[config.mk]
export PLATFORM = sky130hd
export DESIGN_NAME = sync_serial_rx
export DESIGN_NICKNAME = d
export VERILOG_FILES = /design/src/rtl/sync_serial_rx.sv
export SDC_FILE = /design/constraint.sdc
export NUM_CORES = 1
export LEC_CHECK = 0
export CAP_MARGIN = 20
export CORE_AREA = 2 2 66 68
export CTS_BUF_LIST = sky130_fd_sc_hd__clkbuf_4
export DETAILED_ROUTE_END_ITERATION = 16
export DIE_AREA = 0 0 68 70
export GPL_ROUTABILITY_DRIVEN = 0
export PLACE_DENSITY = 0.48
export SYNTH_ARGS = -nofsm -noshare
export SYNTH_HDL_FRONTEND = slang
export SYNTH_SLANG_ARGS = --single-unit
export TNS_END_PERCENT = 5
[constraint.sdc]
create_clock -name clk -period 1.4 [get_ports clk]
set_input_delay 0.35 -clock clk [delete_from_list [all_inputs] [get_ports clk]]
set_output_delay 0.35 -clock clk [all_outputs]
set_load 0.005 [all_outputs]
[src/rtl/sync_serial_rx.sv]
// Synchronous serial receiver: start, DATA_W data bits LSB first,
// optional parity, one stop bit; word out on valid/ready with error flags.
//
// Ports:
//   clk        clock, all logic on posedge
//   rst        synchronous reset, active-low
//   bit_en     sample strobe; D used only when 1
//   D          serial line, idle 1, start 0
//   data_out   received word, stable while valid
//   valid      data_out holds a word not yet taken
//   ready      consumer takes word when valid & ready
//   parity_err parity mismatch for word in data_out
//   frame_err  1-cycle pulse, stop bit sampled 0
//   overrun    1-cycle pulse, word completed while output full
//   busy       receiver not idle
module sync_serial_rx #(
   parameter int DATA_W     = 8,
   parameter int PARITY_EN  = 1,
   parameter int PARITY_ODD = 0
) (
   input  logic              clk,
   input  logic              rst,
   input  logic              bit_en,
   input  logic              D,
   output logic [DATA_W-1:0] data_out,
   output logic              valid,
   input  logic              ready,
   output logic              parity_err,
   output logic              frame_err,
   output logic              overrun,
   output logic              busy
);

   localparam int CW = (DATA_W > 1) ? $clog2(DATA_W) : 1;
   localparam logic [CW-1:0] LAST = CW'(DATA_W - 1);

   typedef enum logic [1:0] {
      IDLE,
      DATA,
      PARITY,
      STOP
   } state_t;

   state_t            state_q, state_d;
   logic [CW-1:0]     cnt_q, cnt_d;
   logic [DATA_W-1:0] shift_q, shift_d;
   logic              pbit_q, pbit_d;
   logic [DATA_W-1:0] data_q, data_d;
   logic              valid_q, valid_d;
   logic              perr_q, perr_d;
   logic              ferr_q, ferr_d;
   logic              ovr_q, ovr_d;
   logic              stop_stb;
   logic              perr_calc;

   // Even parity: XOR of data and parity bit must equal PARITY_ODD.
   always_comb begin
      perr_calc = 1'b0;
      if (PARITY_EN != 0)
         perr_calc = (^{shift_q, pbit_q}) != PARITY_ODD[0];
   end

   always_comb begin
      state_d  = state_q;
      cnt_d    = cnt_q;
      shift_d  = shift_q;
      pbit_d   = pbit_q;
      stop_stb = 1'b0;
      if (bit_en) begin
         unique case (state_q)
            IDLE: begin
               if (!D) begin
                  state_d = DATA;
                  cnt_d   = '0;
               end
            end
            DATA: begin
               // LSB arrives first, so shift toward bit 0.
               shift_d = shift_q >> 1;
               shift_d[DATA_W-1] = D;
               cnt_d = cnt_q + 1'b1;
               if (cnt_q == LAST) begin
                  cnt_d   = '0;
                  state_d = (PARITY_EN != 0) ? PARITY : STOP;
               end
            end
            PARITY: begin
               pbit_d  = D;
               state_d = STOP;
            end
            STOP: begin
               stop_stb = 1'b1;
               state_d  = IDLE;
            end
            default: state_d = IDLE;
         endcase
      end
   end

   always_comb begin
      data_d  = data_q;
      valid_d = valid_q;
      perr_d  = perr_q;
      ferr_d  = 1'b0;
      ovr_d   = 1'b0;
      if (valid_q && ready) begin
         valid_d = 1'b0;
         perr_d  = 1'b0;
      end
      if (stop_stb) begin
         if (!D) begin
            ferr_d = 1'b1;
         end else if (!valid_q || ready) begin
            // Slot is free, or is being freed on this same edge.
            data_d  = shift_q;
            perr_d  = perr_calc;
            valid_d = 1'b1;
         end else begin
            ovr_d = 1'b1;
         end
      end
   end

   always_ff @(posedge clk) begin
      if (!rst) begin
         state_q <= IDLE;
         cnt_q   <= '0;
         shift_q <= '0;
         pbit_q  <= 1'b0;
         data_q  <= '0;
         valid_q <= 1'b0;
         perr_q  <= 1'b0;
         ferr_q  <= 1'b0;
         ovr_q   <= 1'b0;
      end else begin
         state_q <= state_d;
         cnt_q   <= cnt_d;
         shift_q <= shift_d;
         pbit_q  <= pbit_d;
         data_q  <= data_d;
         valid_q <= valid_d;
         perr_q  <= perr_d;
         ferr_q  <= ferr_d;
         ovr_q   <= ovr_d;
      end
   end

   assign data_out   = data_q;
   assign valid      = valid_q;
   assign parity_err = perr_q;
   assign frame_err  = ferr_q;
   assign overrun    = ovr_q;
   assign busy       = (state_q != IDLE);

endmodule

==> results of run 1 <==
==> power by group through the flow <==
| stage | logic, mW | clock network [mW] | registers, mW |
|---|---|---|---|
| after floorplan | 0.0868 | 0 | 0.772 |
| after global placement | 0.177 | 0 | 0.771 |
| after detailed placement | 0.183 | 0 | 0.772 |
| after CTS | 0.199 | 0.341 | 0.757 |
| after global routing | 0.242 | 0.375 | 0.759 |
| final | 0.220 | 0.324 | 0.757 |
==> worst max-delay path: cells and delay by family, from the launching register on <==
family | cells | cell delay [ns]
AO/OA/AOI/OAI | 3 | 0.58
flip-flops | 1 | 0.37
buffers and inverters | 2 | 0.19
adder cells (fa/ha/maj) | 1 | 0.15
==> final timing paths <==
kind / endpoint / cells after the start / slack, ns / from
max: state_q[0] / 6 / 0.02 / state_q[0]
min: data_out[2] / 2 / 0.46 / data_out[2]
max reg2reg: state_q[0] / 6 / 0.02 / state_q[0]
min reg2reg: data_out[2] / 2 / 0.46 / data_out[2]
==> flip-flops by register name, indices dropped and copies added, names as in the netlist <==
| register | cells |
|---|---|
| pbit_q | 1 |
| state_q | 2 |
| frame_err | 1 |
| valid | 1 |
| cnt_q | 3 |
| overrun | 1 |
| shift_q | 8 |
| parity_err | 1 |
| data_out | 8 |
==> per-layer routing <==
layer  global-route usage  routed length [microns]
met1                0.153                     1190
met2                0.214                     1370
met3               0.0209                      108
met4               0.0267                       31
met5                    0                        0
==> stage by stage <==
step / std cells / hold WS (ns) / util / setup TNS, ns / cell area [sq um]
floorplan: 130 / 0.456 / - / 0 / 1170
global placement: 209 / 0.455 / 0.366 / -4.40 / 1520
detailed placement: 209 / 0.461 / 0.366 / -5.45 / 1520
CTS: 214 / 0.462 / 0.383 / -0.285 / 1590
global route: 215 / 0.471 / 0.397 / -0.230 / 1650
finish: 215 / 0.458 / 0.397 / 0 / 1650
==> kinds of logic (layout without fill, tap and decap cells) <==
| family | after synthesis | count (layout) | share of synthesized area |
|---|---|---|---|
| xor+xnor | 6 | 6 | 0.0565 |
| fa+ha+maj | 7 | 7 | 0.0746 |
| buf+inv | 10 | 43 | 0.0330 |
| simple gates | 54 | 54 | 0.212 |
| compound gates | 26 | 26 | 0.172 |
| flops | 26 | 26 | 0.443 |
| mux | 1 | 1 | 0.00853 |
==> Yosys cell counts, drive strengths merged <==
master	instances
and3	2
a21boi	19
nand2	30
nand2b	1
xor2	2
xnor3	1
mux2i	1
nand4b	1
clkbuf	5
o221ai	1
and4b	1
o21ai	2
nor2	2
nand3	12
o311a	1
xnor2	3
buf	1
nor2b	5
ha	7
a32oi	3
dfxtp	26
inv	4
==> layout make-up <==
| type | count | share of cell area |
|---|---|---|
| clock buffers | 3 | 0.0137 |
| well taps | 52 | 0.0395 |
| multi-input cells | 94 | 0.426 |
| repair buffers | 35 | 0.183 |
| flip-flops and latches | 26 | 0.326 |
| clock inverters | 1 | 0.00228 |
| inverters | 4 | 0.00912 |
==> timing repair <==
item / in CTS / in global routing
hold buffers: 0 / 0
setup endpoints to repair: 25 / 22
gates cloned: 0 / 1
pin swaps: 3 / 4
resized for setup: 42 / 15
buffers inserted: 1 / 1
==> impl_metrics.json, run 1 <==
{
  "path_cells": "inv_2 > ha_4 > buf_4 > a21boi_4 > o21ai_4 > o311a_1",
  "via_per_inst": 4.68,
  "p_sw_mw": 0.337,
  "grt_max_degree": 28,
  "die_w_microns": 68,
  "grt_pass1_vias": 1017,
  "drv_slew": 0,
  "avgSynthCellArea_sq_um": 9.03,
  "synth_nets": 142,
  "min_period_ns": 1.38,
  "p_leak_nw": 0.684,
  "wl_per_cell_microns": 12.5,
  "p_clk_frac": 0.249,
  "power_frac_comb": 0.169,
  "cts_buffers": 3,
  "power_density_nw_per_um2": 790,
  "clock.fmax_mhz": 723,
  "root_buffer": "clkbuf_4",
  "rsz0062_at_grt": "true",
  "core-area_sq_um": 4140,
  "antenna_cells": 0,
  "synthCells": 130,
  "critPathSlowestCell": "dfxtp_2",
  "totalWireLength_mm": 2.69,
  "cts.htree.levels": 1,
  "gr-total-overflow": 0,
  "io_buffer_count": 17,
  "multi_input_area_sq_um": 702,
  "worst_slew_pin_slew_ns": 0.267,
  "finalHoldViolCount": 0,
  "clock_latency_ns": 0.32,
  "drc": 0,
  "power.total_mw": 1.30,
  "dieArea_sq_um": 4760,
  "layout-drive-gt1-share": 0.301,
  "ioPinCount": 18,
  "cts.sinks": 26,
  "firstDrtPassIters": 4,
  "worstPathArrival_ns": 1.61,
  "seq_area_sq_um": 537,
  "mostFrequentLayoutCells": "nand2_1, buf_4, a21boi_0, dfxtp_2, dfxtp_1",
  "endpoint_kind": "flip-flop",
  "fin_worst_skew_ns": 0.00221,
  "tritoncts": "built",
  "status": "complete, no violations",
  "mostFrequentLayoutCell": "nand2_1",
  "path_clk_slew_ns": 0.14,
  "hpwl_mm": 1.95,
  "maxCapViolCount": 0,
  "synth_seq_cells": 26,
  "num_vias": 1007,
  "pwr-share-seq": 0.582,
  "startpoint_type": "flip-flop",
  "die_h_microns": 70,
  "synthTopCellsByArea": "dfxtp_1, a21boi_0, nand2_1",
  "num-fill-cells": 419,
  "area_delta_synth_final_pct": 40.3,
  "synth_top_area_share": 0.443,
  "final_nets": 176,
  "clk_path_buf_depth": 2,
  "setup_viol": 0,
  "fin_ws_ns": 0.0177,
  "synth_area_sq_um": 1170,
  "drt-initial-drc-count": 23,
  "start_util": 0.283,
  "drtAntennaViolNets": 0,
  "max-vdd-ir-drop_v": 0.000297,
  "grt_usage": 0.122,
  "antenna_found_initial": 0,
  "crit_fanout": 3,
  "rows": 24,
  "synth_largest_area_cell": "dfxtp_1",
  "period_share": 0.987,
  "worstSetupPathType": "flip-flop to flip-flop",
  "ys_seq_area_frac": 0.443,
  "grt_first_pass_wirelength_mm": 4.56,
  "cp_slowest_stage_delay_ns": 0.37,
  "swShare": 0.259,
  "yosys_warnings": 0,
  "yosysUniqueCellTypes": 24,
  "hold_path.class": "flip-flop to flip-flop",
  "worst-endpoint-required_ns": 1.62,
  "p_int_mw": 0.964,
  "relSlewSlack": 0.822,
  "pre_cts_slack_ns": -0.289
}
Note: power is estimated with default switching activity, not from simulation.
==> run 2, diff against run 1 <==
- CTS_CLUSTER_SIZE: default -> 20
==> results of run 2 <==
Final layout, timing and power as in run 1 (identical DEF).
==> run 3, diff against run 2 <==
- CTS_CLUSTER_SIZE: 20 -> default
- PLACE_DENSITY: 0.48 -> 0.57
- SETUP_SLACK_MARGIN: default -> 0.05
==> impl_metrics.json, run 3 (synthesis gave the netlist of run 1 again) <==
{
  "status": "complete, no violations",
  "maxCapViolCount": 0,
  "clock.fmax_mhz": 722,
  "drtAntennaViolNets": 0,
  "min_period_ns": 1.38,
  "mostFrequentLayoutCell": "nand2_1",
  "endpoint_kind": "flip-flop",
  "tritoncts": "built",
  "cts.htree.levels": 1,
  "layout-drive-gt1-share": 0.284,
  "period_share": 0.989,
  "num-fill-cells": 436,
  "antenna_found_initial": 0,
  "relSlewSlack": 0.838,
  "drc": 0,
  "drv_slew": 0,
  "rows": 24,
  "p_leak_nw": 0.702,
  "finalSetupTns_ns": 0,
  "worst-endpoint-required_ns": 1.63,
  "grt_first_pass_wirelength_mm": 4.46,
  "worstPathArrival_ns": 1.61,
  "holdWs_ns": 0.460,
  "grt_pass1_vias": 1039,
  "p_int_mw": 1.14,
  "hpwl_mm": 1.86,
  "cts.sinks": 26,
  "die_w_microns": 68,
  "power.total_mw": 1.47,
  "drt-initial-drc-count": 32,
  "fin_cells": 214,
  "dieArea_sq_um": 4760,
  "mostFrequentLayoutCells": "nand2_1, buf_4, dfxtp_2, dfxtp_1, nand3_1",
  "totalWireLength_mm": 2.50,
  "die_h_microns": 70,
  "root_buffer": "clkbuf_4",
  "dpl.cell_count": 209,
  "place_area_sq_um": 1520,
  "crit_fanout": 5,
  "worstSetupPathType": "flip-flop to flip-flop",
  "clock_latency_ns": 0.32,
  "grt_max_degree": 16,
  "setup_viol": 0,
  "startpoint_type": "flip-flop",
  "p_clk_frac": 0.346,
  "antenna_cells": 0,
  "wl_per_cell_microns": 11.7,
  "firstDrtPassIters": 4,
  "ctsHoldBuffers": 0,
  "worst_slew_pin_slew_ns": 0.241,
  "swShare": 0.224,
  "max-vdd-ir-drop_v": 0.000317,
  "rsz0062_at_grt": "true",
  "power_density_nw_per_um2": 896,
  "num_vias": 984,
  "power_frac_comb": 0.140,
  "fin_worst_skew_ns": 0.0106,
  "start_util": 0.283,
  "clk_path_buf_depth": 2,
  "grt_usage": 0.122,
  "gr-total-overflow": 0,
  "via_per_inst": 4.60,
  "p_sw_mw": 0.330,
  "area_delta_synth_final_pct": 40.1,
  "fin_area_sq_um": 1640,
  "io_buffer_count": 17,
  "final_nets": 175,
  "ioPinCount": 18,
  "pwr-share-seq": 0.514,
  "cts_buffers": 3,
  "path_clk_slew_ns": 0.15,
  "hold_path.class": "flip-flop to flip-flop",
  "core-area_sq_um": 4140,
  "finalHoldViolCount": 0
}
## run 3: cell count changes in the layout (fill, tap and decap cells not counted), sizes merged
cell           delta
dlygate4sd2       -1
bufinv            +1
clkinv            -1
clkbuf            -1
clkdlybuf4s50     +1
## run 3: layer usage
metal  GRT usage  share of wire  vias to the layer above
li1            -              -                      507
met1       0.138           0.43                      462
met2       0.221           0.52                       11
met3      0.0242          0.030                        4
met4      0.0400          0.020                        0
met5           0              0                        -
## run 3: area by class of cell
class                   instances  area, sq um  area share
inverters                       4         15.0     0.00913
flip-flops and latches         26          537       0.326
clock buffers                   3         22.5      0.0137
clock inverters                 1         30.0      0.0183
well taps                      52         65.1      0.0396
repair buffers                 34          294       0.179
multi-input cells              94          681       0.414
## run 3: final timing paths
kind / startpoint / to / slack, ns / depth (start not counted)
setup / recovery: state_q[1] / state_q[0] / 0.02 / 6
hold / removal: data_out[0] / data_out[0] / 0.46 / 2
setup reg to reg: state_q[1] / state_q[0] / 0.02 / 6
hold reg to reg: data_out[0] / data_out[0] / 0.46 / 2
## run 3: stage by stage
stage / utilization / worst slack (ns)
after floorplan: - / 0.0646
after global routing: 0.397 / -0.0532
after global placement: 0.367 / -0.266
final: 0.397 / 0.0155
after CTS: 0.391 / -0.133
after detailed placement: 0.367 / -0.390
## run 3: power by group through the flow
stage / Combinational [mW] / Sequential (mW) / Clock, mW
3_3_place_gp: 0.176 / 0.771 / 0
2_1_floorplan: 0.0886 / 0.772 / 0
3_5_place_dp: 0.184 / 0.771 / 0
5_1_grt: 0.228 / 0.759 / 0.570
6_report: 0.206 / 0.757 / 0.510
4_1_cts: 0.197 / 0.757 / 0.539
## run 3: worst max-delay path, cell delays in order, from the launching register on
cell and delay (ns):
dfxtp_2 0.36, inv_2 0.05, ha_4 0.15, buf_4 0.14
a21boi_4 0.19, o21ai_2 0.11, o311a_1 0.29
## run 3: what timing repair did
action | CTS | global route
setup buffers | 1 | 0
endpoints found under the setup margin | 28 | 23
gates cloned | 0 | 0
gates resized for setup | 38 | 14
pin swaps | 4 | 7
